$ cat config.mk
export PLATFORM = sky130hd
export DESIGN_NAME = fetch_unit_pq_flat
export DESIGN_NICKNAME = d
export VERILOG_FILES = /design/src/rtl/fetch_unit_pq_pkg.sv /design/src/rtl/fetch_unit_pq_if.sv /design/src/rtl/fetch_unit_pq_queue.sv /design/src/rtl/fetch_unit_pq.sv /design/src/flat_wrapper.sv
export SDC_FILE = /design/constraint.sdc
export NUM_CORES = 1
export LEC_CHECK = 0
export ABC_AREA = 1
export CORE_UTILIZATION = 53
export CTS_BUF_LIST = sky130_fd_sc_hd__clkbuf_4
export DETAILED_ROUTE_END_ITERATION = 10
export PLACE_DENSITY_LB_ADDON = 0.1
export SETUP_SLACK_MARGIN = 0.2
export SYNTH_ARGS = -nofsm -noshare
export SYNTH_HDL_FRONTEND = slang
export SYNTH_HIERARCHICAL = 1
export SYNTH_SLANG_ARGS = --single-unit
$ cat constraint.sdc
create_clock -name clk -period 1.9 [get_ports clk]
set_clock_uncertainty 0.05 [all_clocks]
set_input_delay 0.57 -clock clk [delete_from_list [all_inputs] [get_ports clk]]
set_output_delay 0.57 -clock clk [all_outputs]
set_load 0.01 [all_outputs]
$ cat src/rtl/fetch_unit_pq_pkg.sv
// Shared definitions for the prefetching instruction fetch unit.
package fetch_pkg;

  localparam int unsigned DEF_ADDR_WIDTH = 16;
  localparam int unsigned DEF_DATA_WIDTH = 16;
  localparam int unsigned DEF_FIFO_DEPTH = 4;

  typedef enum logic [1:0] {
    IDLE = 2'd0,
    REQ  = 2'd1,
    WAIT = 2'd2
  } fetch_state_t;

endpackage

$ cat src/rtl/fetch_unit_pq_if.sv
// Instruction-memory read port: request handshake plus single-pulse response.
interface fetch_unit_pq_if
  import fetch_pkg::*;
#(
  parameter int unsigned ADDR_WIDTH = DEF_ADDR_WIDTH,
  parameter int unsigned DATA_WIDTH = DEF_DATA_WIDTH
);

  logic                  mem_req_valid;
  logic                  mem_req_ready;
  logic [ADDR_WIDTH-1:0] mem_req_addr;
  logic                  mem_rsp_valid;
  logic [DATA_WIDTH-1:0] mem_rsp_data;

  modport master (
    output mem_req_valid,
    output mem_req_addr,
    input  mem_req_ready,
    input  mem_rsp_valid,
    input  mem_rsp_data
  );

  modport slave (
    input  mem_req_valid,
    input  mem_req_addr,
    output mem_req_ready,
    output mem_rsp_valid,
    output mem_rsp_data
  );

endinterface

$ cat src/rtl/fetch_unit_pq_queue.sv
// Prefetch queue: synchronous FIFO with flush; flush overrides push and pop.
module fetch_queue #(
  parameter  int unsigned WIDTH = 32,
  parameter  int unsigned DEPTH = 4,
  localparam int unsigned PW    = $clog2(DEPTH),
  localparam int unsigned LW    = PW + 1
) (
  input  logic             clk,
  input  logic             rst_n,
  input  logic             push,
  input  logic             pop,
  input  logic             flush,
  input  logic [WIDTH-1:0] push_data,
  output logic [WIDTH-1:0] head,
  output logic [LW-1:0]    level,
  output logic             empty
);

  logic [WIDTH-1:0] store [DEPTH];
  logic [PW-1:0]    wr_ptr;
  logic [PW-1:0]    rd_ptr;
  logic             full;
  logic             do_push;
  logic             do_pop;

  assign empty   = (level == '0);
  assign full    = (level == LW'(DEPTH));
  assign do_push = push & ~flush;
  assign do_pop  = pop & ~empty & ~flush;
  assign head    = store[rd_ptr];

  // Pointer and occupancy bookkeeping; pointers wrap naturally.
  always_ff @(posedge clk or negedge rst_n) begin
    if (!rst_n) begin
      wr_ptr <= '0;
      rd_ptr <= '0;
      level  <= '0;
    end else if (flush) begin
      wr_ptr <= '0;
      rd_ptr <= '0;
      level  <= '0;
    end else begin
      if (do_push) wr_ptr <= wr_ptr + 1'b1;
      if (do_pop)  rd_ptr <= rd_ptr + 1'b1;
      level <= level + LW'(do_push) - LW'(do_pop);
    end
  end

  // Entry storage; cleared on reset so the head reads zero out of reset.
  always_ff @(posedge clk or negedge rst_n) begin
    if (!rst_n) begin
      for (int unsigned i = 0; i < DEPTH; i++) store[i] <= '0;
    end else if (do_push) begin
      store[wr_ptr] <= push_data;
    end
  end

  // Upstream credit must never let a push land on a full queue.
  always_ff @(posedge clk) begin
    if (rst_n) assert (!(push && full));
  end

endmodule

$ cat src/rtl/fetch_unit_pq.sv
// Sequential instruction fetcher: one outstanding memory read, credit-limited
// prefetch into a queue, and a redirect path that flushes and re-targets.
module fetch_unit_pq
  import fetch_pkg::*;
#(
  parameter int unsigned           ADDR_WIDTH = DEF_ADDR_WIDTH,
  parameter int unsigned           DATA_WIDTH = DEF_DATA_WIDTH,
  parameter int unsigned           FIFO_DEPTH = DEF_FIFO_DEPTH,
  parameter logic [ADDR_WIDTH-1:0] RESET_PC   = '0
) (
  input  logic                  clk,
  input  logic                  rst_n,
  input  logic                  enable,
  input  logic                  redirect_valid,
  input  logic [ADDR_WIDTH-1:0] redirect_pc,
  fetch_unit_pq_if.master       mem,
  output logic                  out_valid,
  input  logic                  out_ready,
  output logic [DATA_WIDTH-1:0] out_instr,
  output logic [ADDR_WIDTH-1:0] out_pc,
  output logic [$clog2(FIFO_DEPTH):0] level,
  output logic                  busy
);

  localparam int unsigned     LW      = $clog2(FIFO_DEPTH) + 1;
  localparam logic [LW-1:0]   DEPTH_L = LW'(FIFO_DEPTH);

  fetch_state_t                     state;
  logic [ADDR_WIDTH-1:0]            fetch_pc;
  logic [ADDR_WIDTH-1:0]            tag_pc;
  logic                             drop;
  logic                             hs;
  logic                             rsp;
  logic                             push;
  logic                             pop;
  logic                             can_issue;
  logic                             can_issue_post;
  logic                             q_empty;
  logic [LW-1:0]                    q_level;
  logic [ADDR_WIDTH+DATA_WIDTH-1:0] head;

  assign hs   = mem.mem_req_valid & mem.mem_req_ready;
  assign rsp  = (state == WAIT) & mem.mem_rsp_valid;
  assign push = rsp & ~drop & ~redirect_valid;
  assign pop  = out_valid & out_ready;

  // An outstanding response always owns a reserved queue slot.
  assign can_issue      = enable & ((q_level + LW'(state == WAIT)) < DEPTH_L);
  assign can_issue_post = enable & ((q_level + LW'(push)) < DEPTH_L);

  assign out_valid = ~q_empty;
  assign out_pc    = head[ADDR_WIDTH+DATA_WIDTH-1 -: ADDR_WIDTH];
  assign out_instr = head[DATA_WIDTH-1:0];
  assign level     = q_level;
  assign busy      = (state != IDLE);

  // Fetch FSM with registered request outputs; redirect outranks all events.
  always_ff @(posedge clk or negedge rst_n) begin
    if (!rst_n) begin
      state             <= IDLE;
      fetch_pc          <= RESET_PC;
      tag_pc            <= '0;
      drop              <= 1'b0;
      mem.mem_req_valid <= 1'b0;
      mem.mem_req_addr  <= '0;
    end else begin
      case (state)
        IDLE: begin
          if (redirect_valid) begin
            fetch_pc <= redirect_pc;
          end else if (can_issue) begin
            state             <= REQ;
            mem.mem_req_valid <= 1'b1;
            mem.mem_req_addr  <= fetch_pc;
          end
        end
        REQ: begin
          if (hs) begin
            state             <= WAIT;
            mem.mem_req_valid <= 1'b0;
            tag_pc            <= fetch_pc;
            fetch_pc          <= redirect_valid ? redirect_pc : fetch_pc + 1'b1;
            drop              <= redirect_valid;
          end else if (redirect_valid) begin
            state             <= IDLE;
            mem.mem_req_valid <= 1'b0;
            fetch_pc          <= redirect_pc;
          end
        end
        WAIT: begin
          if (redirect_valid) fetch_pc <= redirect_pc;
          if (rsp) begin
            drop <= 1'b0;
            // fetch_pc was already advanced at the handshake
            if (!redirect_valid && can_issue_post) begin
              state             <= REQ;
              mem.mem_req_valid <= 1'b1;
              mem.mem_req_addr  <= fetch_pc;
            end else begin
              state <= IDLE;
            end
          end else if (redirect_valid) begin
            drop <= 1'b1;
          end
        end
        default: begin
          state             <= IDLE;
          mem.mem_req_valid <= 1'b0;
        end
      endcase
    end
  end

  fetch_queue #(
    .WIDTH (ADDR_WIDTH + DATA_WIDTH),
    .DEPTH (FIFO_DEPTH)
  ) u_queue (
    .clk       (clk),
    .rst_n     (rst_n),
    .push      (push),
    .pop       (pop),
    .flush     (redirect_valid),
    .push_data ({tag_pc, mem.mem_rsp_data}),
    .head      (head),
    .level     (q_level),
    .empty     (q_empty)
  );

endmodule
$ cat src/flat_wrapper.sv
// flat-port wrapper written by rule: the top's interface ports become plain ports
module fetch_unit_pq_flat import fetch_pkg::*;
#(
  parameter int unsigned           ADDR_WIDTH = DEF_ADDR_WIDTH,
  parameter int unsigned           DATA_WIDTH = DEF_DATA_WIDTH,
  parameter int unsigned           FIFO_DEPTH = DEF_FIFO_DEPTH,
  parameter logic [ADDR_WIDTH-1:0] RESET_PC   = '0
)
  (clk, rst_n, enable, redirect_valid, redirect_pc, out_valid, out_ready, out_instr, out_pc, level, busy, mem_mem_req_valid, mem_mem_req_addr, mem_mem_req_ready, mem_mem_rsp_valid, mem_mem_rsp_data);
  fetch_unit_pq_if #(.ADDR_WIDTH(ADDR_WIDTH), .DATA_WIDTH(DATA_WIDTH)) mem_i ();
  input  logic clk;
  input  logic rst_n;
  input  logic enable;
  input  logic redirect_valid;
  input  logic [ADDR_WIDTH-1:0] redirect_pc;
  output logic out_valid;
  input  logic out_ready;
  output logic [DATA_WIDTH-1:0] out_instr;
  output logic [ADDR_WIDTH-1:0] out_pc;
  output logic [$clog2(FIFO_DEPTH):0] level;
  output logic busy;
  output wire logic [$bits(mem_i.mem_req_valid)-1:0] mem_mem_req_valid;
  output wire logic [$bits(mem_i.mem_req_addr)-1:0] mem_mem_req_addr;
  input wire logic [$bits(mem_i.mem_req_ready)-1:0] mem_mem_req_ready;
  input wire logic [$bits(mem_i.mem_rsp_valid)-1:0] mem_mem_rsp_valid;
  input wire logic [$bits(mem_i.mem_rsp_data)-1:0] mem_mem_rsp_data;
  assign mem_mem_req_valid = mem_i.mem_req_valid;
  assign mem_mem_req_addr = mem_i.mem_req_addr;
  assign mem_i.mem_req_ready = mem_mem_req_ready;
  assign mem_i.mem_rsp_valid = mem_mem_rsp_valid;
  assign mem_i.mem_rsp_data = mem_mem_rsp_data;
  fetch_unit_pq #(.ADDR_WIDTH(ADDR_WIDTH), .DATA_WIDTH(DATA_WIDTH), .FIFO_DEPTH(FIFO_DEPTH), .RESET_PC(RESET_PC)) u_core (.clk(clk), .rst_n(rst_n), .enable(enable), .redirect_valid(redirect_valid), .redirect_pc(redirect_pc), .mem(mem_i), .out_valid(out_valid), .out_ready(out_ready), .out_instr(out_instr), .out_pc(out_pc), .level(level), .busy(busy));
endmodule
======== Word-level counts from Yosys, hierarchy flattened ========
Cells that the tools add are included.
word-level totals
  bits in registers ....................... 187
  input bits .............................. 39
  word-level logic and storage cells ...... 104
operators by class
  add/subtract/negate cells ............... 7
  $lt $le $gt $ge ......................... 5
  eq/ne operators ......................... 9
  multiplexer cells ....................... 38
  bitwise gates (word level) .............. 15
  reduce and logical (&&, ||, !) cells .... 17
operator list
  operator                                                                      number
  128-bit bitwise mux                                                           1
  16-bit 2-to-1 mux                                                             7
  32-bit 2-to-1 mux                                                             3
  32-bit binary-select mux with 2-bit select                                    1
  32-bit demux with 2-bit select                                                1
  16-bit case mux with 2 select lines                                           2
  2-bit 2-to-1 mux                                                              9
  16-bit by 1-bit adder with 16-bit output, second input constant               1
  2-bit nonzero test                                                            6
  1-bit bitwise AND                                                             10
  1-bit 2-to-1 mux                                                              10
  5-bit AND reduction                                                           2
  3-bit by 1-bit adder with 3-bit output                                        3
  3-bit greater-or-equal comparator, second input constant                      2
  3-bit less-than comparator, second input constant                             2
  2-bit by 1-bit != test with 1-bit output, second input constant               3
  3-bit by 2-bit != test with 1-bit output, second input constant               2
  2-bit inverter with 3-bit output                                              2
  2-bit case mux with 3 select lines                                            1
  2-bit by 1-bit adder with 2-bit output, second input constant                 2
  2-bit != test, second input constant                                          2
  4-bit AND reduction                                                           1
  3-bit zero test                                                               1
  3-bit by 1-bit less-than comparator with 1-bit output, second input constant  1
  other kinds (13)                                                              16

======== Longest topological paths before layout ========
Gate-level depths: netlist of run 1.
  word-level depth ........................ 11
  mapped depth ............................ 14
  mapped depth without buffers ............ 14

======== Hierarchy ========
Netlist of run 1, hierarchy kept.
modules (own cells, without submodules)
  module         times used  cells each  area each (µm²)  sequential area each (µm²)
  fetch_queue    1           675         6212.2           3378.2
  fetch_unit_pq  1           384         2796.4           1301.2

======== Least setup slack after synthesis of run 1 ========
OpenSTA, ideal clock, no wires.
  path type ............................... input to register
  start ................................... in redirect_valid
  end ..................................... reg u_core.u_queue.level[2]
  arrival time ............................ 2.096 ns
  data required time ...................... 1.731 ns
  setup slack ............................. -0.365 ns
  stages .................................. 12
  cell sequence ........................... buf_6 inv_4 nand2_1 nor2_4 nand2_4 ha_1 inv_1 ha_1 inv_1 fa_1 a21oi_1 nor2_1
on the way
  longest elaborated chain between the ends .. 6
  elaborated cells on any way between the ends .. 7
RTL lines
  item                                         line                       source
  start, declared                              flat_wrapper.sv:14         input logic redirect_valid;
  1-bit inverter                               fetch_unit_pq.sv:44        assign push = rsp & ~drop & ~redirect_valid;
  1-bit bitwise AND                            fetch_unit_pq.sv:44
  named net u_core.push                        fetch_unit_pq.sv:34        logic push;
  1-bit bitwise AND                            fetch_unit_pq_queue.sv:28  assign do_push = push & ~flush;
  3-bit by 1-bit adder with 3-bit output       fetch_unit_pq_queue.sv:45  level <= level + LW'(do_push) - LW'(do_pop);
  3-bit by 1-bit subtractor with 3-bit output  fetch_unit_pq_queue.sv:45
  3-bit 2-to-1 mux                             fetch_unit_pq_queue.sv:38  end else if (flush) begin
  end signal, assigned                         fetch_unit_pq_queue.sv:45
  end, declared                                fetch_unit_pq_queue.sv:15  output logic [LW-1:0] level,
The timed path passes the listed nets, and every way through them passes these cells.
A chain may end at the register's enable or synchronous reset.

======== Worst setup path after layout of run 1 ========
  start ................................... reg u_core.u_queue.rd_ptr[0]
  end ..................................... out out_instr[6]
on the way
  longest elaborated chain between the ends .. 4
RTL lines
  item                                                    line                       source
  start, declared                                         fetch_unit_pq_queue.sv:21  logic [PW-1:0] rd_ptr;
  start signal, assigned                                  fetch_unit_pq_queue.sv:44  if (do_pop) rd_ptr <= rd_ptr + 1'b1;
  2-bit inverter with 3-bit output (implied by the code)  fetch_unit_pq_queue.sv:30  assign head = store[rd_ptr];
  32-bit binary-select mux with 2-bit select              fetch_unit_pq_queue.sv:30
  32-bit 2-to-1 mux (implied by the code) (2 in series)   fetch_unit_pq_queue.sv:30
  end, declared                                           flat_wrapper.sv:18         output logic [DATA_WIDTH-1:0] out_instr;
No other way between the ends. The select of a mux whose other input is x is not followed.

==> results of run 1 <==
logic make-up (layout without fill, tap and decap cells):
| group | count (synthesis) | after routing | share of synthesized area (%) |
|---|---|---|---|
| buffers and inverters | 148 | 396 | 8.81 |
| adders and majority gates | 8 | 8 | 1.19 |
| DFF | 187 | 187 | 51.9 |
| and+or+nand+nor | 440 | 446 | 20.6 |
| AOI/OAI and AO/OA | 276 | 276 | 17.5 |
| other | 0 | 1 | 0 |
cells in the mapped netlist, types with 2 or more instances:
cell type / instances / area share [%]
a21oi_1: 12 / 0.67
buf_2: 8 / 0.44
buf_4: 2 / 0.17
buf_6: 28 / 3.5
clkbuf_1: 19 / 0.79
dfrtp_1: 187 / 52
ha_1: 7 / 0.97
inv_1: 86 / 3.6
inv_2: 3 / 0.12
nand2_1: 276 / 11
nand2_4: 2 / 0.25
nand2_8: 4 / 0.89
nand3_1: 41 / 2.3
nand3b_1: 2 / 0.17
nand4_1: 4 / 0.28
nor2_1: 99 / 4.1
nor2_4: 2 / 0.25
nor3_1: 5 / 0.28
o21ai_0: 95 / 5.3
o21ai_1: 94 / 5.2
o21ai_2: 34 / 3.3
o22ai_1: 36 / 2.5
power breakdown:
part | internal (mW) | switching [mW]
Sequential | 4.69 | 0.714
Clock | 0.642 | 1.44
Combinational | 2.15 | 2.74
Total | 7.48 | 4.89
metal layers:
| metal | wire (um) | up-vias | global-route usage [%] |
|---|---|---|---|
| li1 | - | 3998 | - |
| met1 | 12800 | 4550 | 39.3 |
| met2 | 16200 | 663 | 46.1 |
| met3 | 3300 | 208 | 5.73 |
| met4 | 2050 | 0 | 8.88 |
| met5 | 0 | - | 0 |
how the worst max path moves through the flow:
stage | start | end | slack, ps | cells past startpoint
final | u_core/u_queue/rd_ptr[0] | out_instr[6] | -870 | 6
after global routing | u_core/u_queue/rd_ptr[0] | out_instr[6] | -890 | 6
after CTS | u_core/u_queue/rd_ptr[0] | out_instr[6] | -680 | 6
after detailed placement | redirect_valid | u_core/u_queue/level[1] | -720 | 10
after global placement | redirect_valid | u_core/u_queue/level[1] | -690 | 10
after floorplan | redirect_valid | u_core/u_queue/level[1] | -260 | 11
state kept, by name (all words and copies together) (netlist names):
register / flops
u_core/drop: 1
u_core/state: 2
u_core/u_queue/store: 128
u_core/u_queue/rd_ptr: 2
u_core/u_queue/level: 3
u_core/mem.mem_req_valid: 1
u_core/mem.mem_req_addr: 16
u_core/fetch_pc: 16
u_core/tag_pc: 16
u_core/u_queue/wr_ptr: 2
repair_timing:
item / 4_1_cts / 5_1_grt
gates resized for setup: 480 / 264
pin swaps: 83 / 89
hold buffers: 1 / 0
hold endpoints to repair: 37 / 0
endpoints found under the setup margin: 78 / 218
setup buffers: 37 / 21
cloned: 9 / 38
worst reg2reg max path: cells and delay by family, from the launching register on:
kind	cells	cell delay, ps
AND/OR/NAND/NOR	5	440
flip-flops	1	460
buffers and inverters	4	310
adder cells (fa/ha/maj)	3	840
metrics by stage:
| step | worst slack [ps] | hold slack (ps) |
|---|---|---|
| 3_3_place_gp | -687 | 407 |
| 4_1_cts | -675 | 399 |
| 6_report | -873 | 391 |
| 5_1_grt | -891 | 408 |
| 2_1_floorplan | -256 | 224 |
| 3_5_place_dp | -723 | 408 |
final cells by class:
type,instances,area [sq um]
Clock inverter,14,103
Timing Repair inverter,2,23.8
Antenna cell,1,2.50
Inverter,91,392
Fill cell,883,2660
Clock buffer,18,135
Tap cell,220,275
Multi-Input combinational cell,730,5080
Timing Repair Buffer,271,3230
Sequential cell,187,4690
==> impl_metrics.ini, run 1 <==
[timing]
maxSlewViolCount = 0
setup_viol = 82
rsz0062_at_grt = true
fmax_mhz = 361
fin_crit_sh_pct = 146
layout_setup_ws_ps = -873
worst_pin_slew_ps = 709
slew_headroom_pct = 52.8
layout_min_cycle_time_ps = 2770
finalHoldViolCount = 0
setup_tns_ps = -23710

[critical_path]
end_kind = primary output
start_kind = register
r2r_end = u_core/u_queue/level[1]
crit_buf_inv = 4
reg2reg_depth = 12
cp_cell_sequence = buf_4 -> buf_6 -> buf_12 -> o21ai_0 -> o22ai_1 -> buf_2
critPathMaxStageDelay_ps = 520
arrival_ps = 2150
regToRegSetupSlack_ps = -270
cpMaxStageDelayCell = dfrtp_2
path_class = register to primary output
worstPathRequired_ps = 1280
critPathMaxFanout = 11
r2r_start = u_core/u_queue/level[2]
crit_family = buffers and inverters

[clock_network]
numClockSinks = 187
cts_htree_levels = 4
tritoncts = built
clkTransAtPathRegs_ps = 170
clk_latency_ps = 610
cts_root_buffer = clkbuf_4
clockBufferDepth = 2
numCtsBuffers = 17

[floorplan]
dieArea_sq_mm = 0.0175
fp.dieW_um = 132
rows = 47
core_sq_mm = 0.0166
boundaryPins = 93
start_util_pct = 54.3
die_h_um = 132

[place]
post-place-cells = 1395
placed_area_sq_mm = 0.0107
routabilityCongestion = 0.883
portBuffers = 92
dpl.hpwl_mm = 14.5

[grt]
grt_start_max_net_pins = 42
grt_pass1_wl_mm = 39.5
antenna_found_initial = 2
grt_usage_pct = 28.7
grt_pass1_vias = 7712
overflow = 0

[yosys]
synth-seq-cells = 187
synthCells = 1059
syn_nets = 1106
syn_avg_cell_area_sq_um = 8.51
synthArstFlopShare_pct = 100
yosysSeqAreaShare_pct = 51.9
synthFlopType = dfrtp_1
yosysWarningCount = 6
synth_cell_types = 35
synth_edf_count = 0
synth_area_sq_mm = 0.00901

[outcome]
violations = setup timing
status = finished with violations

[drt]
drc_errors = 0
drtPass1Iterations = 7
vias = 9419
viasPerCell = 6.14
drt_iter0_markers = 1222
wl_per_cell_um = 22.4
wirelength_mm = 34.4
drtAntennaViolNets = 0

[power]
power.leakage_nw = 6.63
vdd_drop_max_mv = 1.25
p_per_area_mw_per_mm2 = 889
totalPowerFinal_mw = 12.4

[layout]
fin_cells = 1534
fin_area_sq_mm = 0.0139
most-common-layout-cells = 182 x dfrtp_1, 138 x nand2_1, 113 x o21ai_2
layout-drive-gt1-share_pct = 46.8
area_growth_pct = 54.5
final_util_pct = 84.0
nNetsFinal = 1347
final_common_cell = dfrtp_1

[min_path]
worstHoldPathType = primary input to asynchronous set/reset pin

[flow_run]
max_cap_violations = 0
Note: power is estimated with default switching activity, not from simulation.
==> run 2: changes to the inputs <==
==> constraint.sdc (replaced) <==
create_clock -name clk -period 1.9 [get_ports clk]
set_clock_uncertainty 0.05 [all_clocks]
set_input_delay 0.475 -clock clk [delete_from_list [all_inputs] [get_ports clk]]
set_output_delay 0.475 -clock clk [all_outputs]
set_load 0.01 [all_outputs]
==> impl_metrics.ini, run 2 (same netlist as run 1, synthesis figures left out) <==
[place]
placed_area_sq_mm = 0.0107
post-place-cells = 1396
dpl.hpwl_mm = 14.7
dp_slack_ps = -597
routabilityCongestion = 0.853
portBuffers = 92

[drt]
drt_iter0_markers = 1203
wirelength_mm = 33.8
wl_per_cell_um = 22.2
vias = 9316
drtPass1Iterations = 9
drtAntennaViolNets = 0
viasPerCell = 6.12
drc_errors = 0

[timing]
maxSlewViolCount = 0
fmax_mhz = 388
slew_headroom_pct = 67.4
worst_pin_slew_ps = 489
layout_setup_ws_ps = -677
layout_min_cycle_time_ps = 2580
setup_tns_ps = -17510
rsz0062_at_grt = true
finalHoldViolCount = 0
fin_crit_sh_pct = 136
setup_viol = 56

[min_path]
worstHoldPathType = primary input to asynchronous set/reset pin

[layout]
final_common_cell = dfrtp_1
nNetsFinal = 1335
most-common-layout-cells = 180 x dfrtp_1, 137 x nand2_1, 114 x o21ai_2
largest_reg_flops = 128
layout-drive-gt1-share_pct = 46.9
fin_area_sq_mm = 0.0139
nFillCells = 839
top_register = u_core/u_queue/store
fin_cells = 1522
area_growth_pct = 54.6

[clock_network]
clockBufferDepth = 2
clk_latency_ps = 590
clkTransAtPathRegs_ps = 160
numCtsBuffers = 17
numClockSinks = 187
cts_htree_levels = 4
cts_root_buffer = clkbuf_4
tritoncts = built

[critical_path]
critPathMaxStageDelay_ps = 500
worstPathRequired_ps = 1370
start_kind = register
arrival_ps = 2050
path_class = register to primary output
crit_buf_inv = 4
cpMaxStageDelayCell = dfrtp_2
crit_family = buffers and inverters
crit_path_frequent_cell = buf_12
critPathMaxFanout = 12
cp_cell_sequence = inv_4 -> buf_12 -> buf_12 -> o21ai_0 -> o22ai_1 -> buf_2
end_kind = primary output

[outcome]
status = finished with violations
violations = setup timing

[flow_run]
max_cap_violations = 0

[grt]
overflow = 0
grt_pass1_vias = 7711
grt_pass1_wl_mm = 38.8
antenna_found_initial = 1
grt_start_max_net_pins = 43
grt_usage_pct = 28.1

[floorplan]
rows = 47
dieArea_sq_mm = 0.0175
boundaryPins = 93
start_util_pct = 54.3
die_h_um = 132
core_sq_mm = 0.0166
fp.dieW_um = 132

[power]
p_per_area_mw_per_mm2 = 937
power.leakage_nw = 6.61
vdd_drop_max_mv = 1.07
==> run 2: cell count changes in the layout (fill, tap and decap cells not counted), moves of 4 or more <==
cell,delta
nand3_1,-7
clkinv_2,-4
o21ai_0,+6
nor2_1,+5
nand2_2,-9
nand2_4,+9
o21ai_1,-5
nand3_2,+7
buf_4,-10
==> run 2: power breakdown <==
| group | internal, mW | switching (mW) | leakage [nW] | total (mW) |
|---|---|---|---|---|
| Combinational | 2.26 | 2.98 | 3.95 | 5.24 |
| Clock | 1.04 | 1.39 | 0.160 | 2.43 |
| Sequential | 4.69 | 0.681 | 2.50 | 5.37 |
| Total | 7.99 | 5.05 | 6.61 | 13.0 |
==> run 2: worst paths after layout <==
check / from / to / slack (ps) / depth (start not counted)
max: u_core/u_queue/rd_ptr[0] / out_pc[3] / -680 / 6
min in group clk: u_core/mem.mem_req_addr[5] / u_core/mem.mem_req_addr[5] / 440 / 2
min: rst_n / u_core/u_queue/store[39] / 290 / 2
min reg2reg: u_core/mem.mem_req_addr[5] / u_core/mem.mem_req_addr[5] / 440 / 2
max in group asynchronous: rst_n / u_core/u_queue/store[76] / 860 / 3
max reg2reg: u_core/u_queue/level[1] / u_core/u_queue/level[1] / -220 / 13
==> run 2: cell type report <==
class,instances,area [sq um],area share (%)
multi-input combinational,731,5180,37.2
sequential,187,4690,33.7
timing repair buffer,259,3100,22.3
inverter,91,363,2.61
tap,220,275,1.98
clock inverter,14,176,1.27
clock buffer,18,135,0.970
timing repair inverter,1,7.51,0.0539
antenna,1,2.50,0.0180
==> run 2: layer usage <==
| metal | up-vias | track usage [%] | wire length (um) |
|---|---|---|---|
| met5 | - | 0 | 0 |
| met4 | 0 | 7.66 | 1430 |
| met3 | 152 | 4.77 | 3430 |
| met2 | 663 | 46.3 | 16100 |
| met1 | 4533 | 38.4 | 12800 |
| li1 | 3968 | - | - |
==> run 2: worst register-to-register path, delay by kind of cell, from the launching register on <==
kind | cells | cell delay, ps
flops | 1 | 450
fa+ha+maj | 3 | 820
simple gates | 6 | 450
buf+inv | 4 | 280
==> run 2: metrics by stage <==
step / hold slack, ps / total power [mW] / util (%)
after floorplan: 129 / 7.27 / -
after global placement: 349 / 8.97 / 64.7
after detailed placement: 351 / 9.05 / 64.7
after CTS: 268 / 11.4 / 70.8
after global routing: 274 / 13.6 / 84.0
final: 292 / 13.0 / 84.0
==> run 2: what timing repair did <==
action                                  CTS  global route
hold endpoints to repair                 30             0
gates resized for setup                 390           352
gates cloned                              8            37
endpoints found under the setup margin   80           227
buffers inserted                         28            19
pin swaps                                60            79
hold buffers                              1             0
==> run 3: changes to the inputs <==
Settings changed: GPL_TIMING_DRIVEN from default to 0.
==> impl_metrics.ini, run 3 (same netlist as run 1, synthesis figures left out) <==
[critical_path]
reg2reg_depth = 13
cpMaxStageDelayCell = dfrtp_2
worstPathRequired_ps = 1370
crit_path_frequent_cell = buf_6
arrival_ps = 2000
critPathMaxFanout = 10
critPathMaxStageDelay_ps = 490
cp_cell_sequence = buf_6 -> buf_6 -> o21ai_1 -> o22ai_2 -> buf_2
path_class = register to primary output
end_kind = primary output
start_kind = register
r2r_end = u_core/u_queue/store[58]
regToRegSetupSlack_ps = -250
r2r_start = u_core/state[0]

[drt]
wirelength_mm = 33.7
drtPass1Iterations = 8
drt_iter0_markers = 1056
wl_per_cell_um = 21.9
drc_errors = 0
vias = 9321
viasPerCell = 6.06
drtAntennaViolNets = 0

[grt]
antenna_found_initial = 1
grt_use_met3_pct = 6.34
use_met2_pct = 54.1
gr-usage-met1_pct = 48.1
grt_start_max_net_pins = 103
grt_pass1_wl_mm = 46.2
grt_usage_pct = 34.5
busiest_layer = met2
grt_pass1_vias = 8439
overflow = 0

[min_path]
worstHoldEndpoint = u_core/u_queue/level[0]
worstHoldPathType = primary input to register
hold_depth = 2
min-delay-start = redirect_valid

[floorplan]
rows = 47
dieArea_sq_mm = 0.0175
start_util_pct = 54.3
core_sq_mm = 0.0166
boundaryPins = 93
fp.dieW_um = 132
die_h_um = 132

[layout]
top_register = u_core/u_queue/store
final_common_cell = nand2_1
nFillCells = 895
most-common-layout-cells = 182 x nand2_1, 179 x dfrtp_1, 119 x o21ai_2
final_util_pct = 83.6
layout-drive-gt1-share_pct = 46.8
nNetsFinal = 1351
area_growth_pct = 53.9
largest_reg_flops = 128

[timing]
setup_viol = 183
worst_pin_slew_ps = 774
fmax_mhz = 397
finalHoldViolCount = 0
layout_setup_ws_ps = -620
fin_hold_ws_ps = 233
maxSlewViolCount = 0
slew_headroom_pct = 48.4
rsz0062_at_grt = true
fin_crit_sh_pct = 133
layout_min_cycle_time_ps = 2520

[power]
p_per_area_mw_per_mm2 = 918
vdd_drop_max_mv = 1.01
power.leakage_nw = 6.64

[clock_network]
clkTransAtPathRegs_ps = 150
clockBufferDepth = 2
numClockSinks = 187
cts_htree_levels = 4
tritoncts = built
cts_root_buffer = clkbuf_4
numCtsBuffers = 17
clk_latency_ps = 600

[place]
portBuffers = 92
dpl.hpwl_mm = 15.6
routabilityCongestion = 0.893

[flow_run]
max_cap_violations = 0

[outcome]
status = finished with violations
violations = setup timing
[run 3: cell types whose count changed in the layout (fill, tap and decap cells not counted), moves of 8 or more]
cell       delta
clkbuf_16    -14
o22ai_2      +11
nor2_4       +10
buf_8        +23
nand2_1      +45
o22ai_1      -11
nand2_2      +15
nor2_2        +8
buf_12       -12
buf_16       +13
nor2_1       -18
nand2_4      -59
[run 3: what timing repair did]
item | CTS | global route
endpoints found under the hold margin | 101 | 0
hold buffers | 1 | 0
resized for setup | 541 | 259
setup buffers | 76 | 18
pin swaps | 36 | 49
gates cloned | 32 | 6
setup endpoints to repair | 227 | 232
[run 3: power by group]
part | internal [mW] | switching, mW
combinational | 2.19 | 2.85
sequential | 4.69 | 0.605
clock | 0.930 | 1.47
[run 3: critical path: cells and delay by family, from the launching register on]
kind	cells	cell delay (ps)
buffers and inverters	3	470
AO/OA/AOI/OAI	2	420
flip-flops	1	490
[run 3: final cells by class]
type	instances	area, sq um	area share [%]
Clock inverter	14	170	1.23
Multi-Input combinational cell	731	4960	35.7
Clock buffer	18	135	0.974
Inverter	91	369	2.66
Tap cell	220	275	1.98
Sequential cell	187	4690	33.8
Antenna cell	1	2.50	0.0180
Timing Repair Buffer	219	2510	18.1
Buffer	57	759	5.48
[run 3: metrics by stage]
stage | worst slack (ps) | instances | power [mW] | setup TNS (ps) | instance area, sq um
after floorplan | -181 | 1059 | 7.27 | -317 | 9060
final | -620 | 1538 | 12.7 | -36510 | 13900
after global routing | -636 | 1538 | 13.3 | -44310 | 13900
after detailed placement | -1060 | 1372 | 8.86 | -121210 | 10300
after global placement | -8240 | 1371 | 8.79 | -1522940 | 10300
after CTS | -556 | 1513 | 11.7 | -21150 | 12700
[run 3: per-layer routing]
metal  routed length, um  share of wire (%)
met1               13100                 39
met2               16300                 48
met3                2790                8.3
met4                1500                4.4
met5                   0                  0
[run 3: how the worst max path moves through the flow]
| stage | start | cells past startpoint | endpoint |
|---|---|---|---|
| after floorplan | u_core/u_queue/level[1] | 12 | u_core/u_queue/level[1] |
| after global placement | rst_n | 1 | u_core/u_queue/level[2] |
| after detailed placement | redirect_valid | 12 | u_core/u_queue/level[1] |
| after CTS | u_core/u_queue/rd_ptr[0] | 7 | out_pc[5] |
| after global routing | u_core/u_queue/rd_ptr[0] | 5 | out_pc[10] |
| final | u_core/u_queue/rd_ptr[0] | 5 | out_pc[10] |
==> RTL change, RTL diff (config.mk and constraints of run 3) <==
Reset style: synchronous (`rst_n`), changed in 3 clocked blocks.
--- a/src/rtl/fetch_unit_pq_queue.sv
+++ b/src/rtl/fetch_unit_pq_queue.sv
@@ -31,5 +31,5 @@
 
   // Pointer and occupancy bookkeeping; pointers wrap naturally.
-  always_ff @(posedge clk or negedge rst_n) begin
+  always_ff @(posedge clk) begin
     if (!rst_n) begin
       wr_ptr <= '0;
@@ -48,5 +48,5 @@
 
   // Entry storage; cleared on reset so the head reads zero out of reset.
-  always_ff @(posedge clk or negedge rst_n) begin
+  always_ff @(posedge clk) begin
     if (!rst_n) begin
       for (int unsigned i = 0; i < DEPTH; i++) store[i] <= '0;
--- a/src/rtl/fetch_unit_pq.sv
+++ b/src/rtl/fetch_unit_pq.sv
@@ -56,5 +56,5 @@
 
   // Fetch FSM with registered request outputs; redirect outranks all events.
-  always_ff @(posedge clk or negedge rst_n) begin
+  always_ff @(posedge clk) begin
     if (!rst_n) begin
       state             <= IDLE;
Check against the original RTL: differs if rst_n is asserted again (counterexample within 4 cycles, from zero or initial values and one cycle with rst_n low); with rst_n held inactive, the same outputs for 4 cycles.
==> RTL change against run 3 <==
The run still ends with negative setup slack left; synthesized area shrank 2.9%; critical path depth is the same; worst setup slack gained 0.11 ns; design area shrank 11%; largest cell class is now flip-flops and latches; critical endpoint is now out_pc[9]; sequential cell count grew 2; global-route usage shrank 5.8 points; wire length shrank 16%.
Power is not compared: it rests on default switching activity, and its combinational part moved more than twofold at a synthesized area within 25%.
==> RTL change: results (changes against run 3) <==
synthesis:
  syn_nets: 1020  # -7.8%
  yosys-top-cells-count: "218 x nor2_1, 128 x edfxtp_1, 117 x nand2_1, 109 x inv_1, 98 x o21ai_0"
  synth_ff_type: "edfxtp_1"
  synth.area.top_cells: "edfxtp_1 44%, dfxtp_1 14%, nor2_1 9.4%, o21ai_0 5.6%, nand2_1 5.0%"
  yosysSeqAreaShare_pct: 57.9  # +5.9 points
  ys_types: 38  # +8.6%
  synthArstFlopShare_pct: 0  # -100 points
timing:
  slew-limit-headroom_pct: 57.9  # +9.5 points
  worst_slack_ns: -0.512  # +0.108 ns
  tns_ns: -33.10  # +3.40 ns
  setup_viol_count_final: 235  # +28%
critical_path:
  r2r_start: "u_core/state[0]"
  reg2regPathDepth: 11  # -2
  cp.arrival_ns: 1.89  # -0.11 ns
  reg2reg_to: "u_core/u_queue/store[3][17]"
  path_max_fanout: 6  # -4
  r2r_setup_slack_ns: -0.30  # -0.05 ns
  critPathTopFamily: "compound AO/OA/AOI/OAI gates"
  cp_slowest_cell: "dfxtp_4"
worst_hold_path:
  min_to: "u_core/mem.mem_req_valid"
  hold_class: "reg2reg"
routing:
  routed_wl_mm: 28.2  # -16%
  wl_per_cell_um: 20.3  # -7.4%
  via_count: 8028  # -14%
placed_design:
  placedCellCount: 1287  # -6.2%
  hpwl_mm: 14.9  # -4.2%
  place.gp.congestion: 0.924  # +3.5%
  dp_slack_ns: -1.19  # -0.128 ns
clock_network:
  insertion_delay_ns: 0.57  # -0.03 ns
layout:
  nets: 1201  # -11%
  drive_above_1_share_pct: 33.8  # -13 points
run_status:
  outcome: "finished with violations"
  violations: "negative setup slack"
grt:
  track_usage_pct: 28.7  # -5.8 points
  grt_max_degree: 33  # -68%
  grt_pass1_vias: 7089  # -16%
  grt_pass1_wl_mm: 36.6  # -21%
RTL change: cell types whose count changed after synthesis, moves of 61 or more:
| cell | delta |
|---|---|
| dfrtp_1 | -187 |
| dfxtp_1 | +61 |
| nand2_1 | -159 |
| o21ai_1 | -94 |
| nor2_1 | +119 |
| edfxtp_1 | +128 |
RTL change: worst max-delay path by stage:
stage                     slack (ns)                     endpoint  cells after the start
after detailed placement       -1.19  u_core/u_queue/store[3][20]                      8
after floorplan                -0.32   u_core/u_queue/store[3][0]                      6
final                          -0.51                    out_pc[9]                      5
after CTS                      -0.48                out_instr[12]                      5
after global placement         -1.78  u_core/u_queue/store[3][12]                      6
after global routing           -0.56                    out_pc[5]                      6
RTL change: cell type report:
class                   count  area, µm²
clock inverters            12        143
fillers                  1029       3680
repair buffers            154       1630
inverters                 113        468
flip-flops and latches    189       5110
plain buffers              51        602
multi-input cells         632       3950
clock buffers              20        150
well taps                 216        270
diodes                      2       5.00
RTL change: cells by family (layout without fill, tap and decap cells):
family / after synthesis / count (layout) / synth area share, %
buf+inv: 164 / 350 / 8.29
fa+ha+maj: 4 / 4 / 0.658
flops: 189 / 189 / 57.9
xor+xnor: 2 / 2 / 0.200
simple gates: 408 / 415 / 19.9
other cells: 0 / 2 / 0
compound gates: 210 / 211 / 13.0
RTL change: metal layers:
layer / track usage (%) / vias up / routed length, µm
met4: 12.4 / 0 / 1520
li1: - / 3659 / -
met5: 0 / - / 0
met2: 50.4 / 469 / 14200
met1: 34.9 / 3789 / 10400
met3: 4.89 / 111 / 2110
RTL change: repair_timing:
item / in CTS / in global routing
endpoints found under the hold margin: 0 / 0
pin swaps: 23 / 44
setup buffers: 19 / 29
setup endpoints to repair: 361 / 348
hold buffers: 0 / 0
gates resized for setup: 350 / 267
cloned: 7 / 13
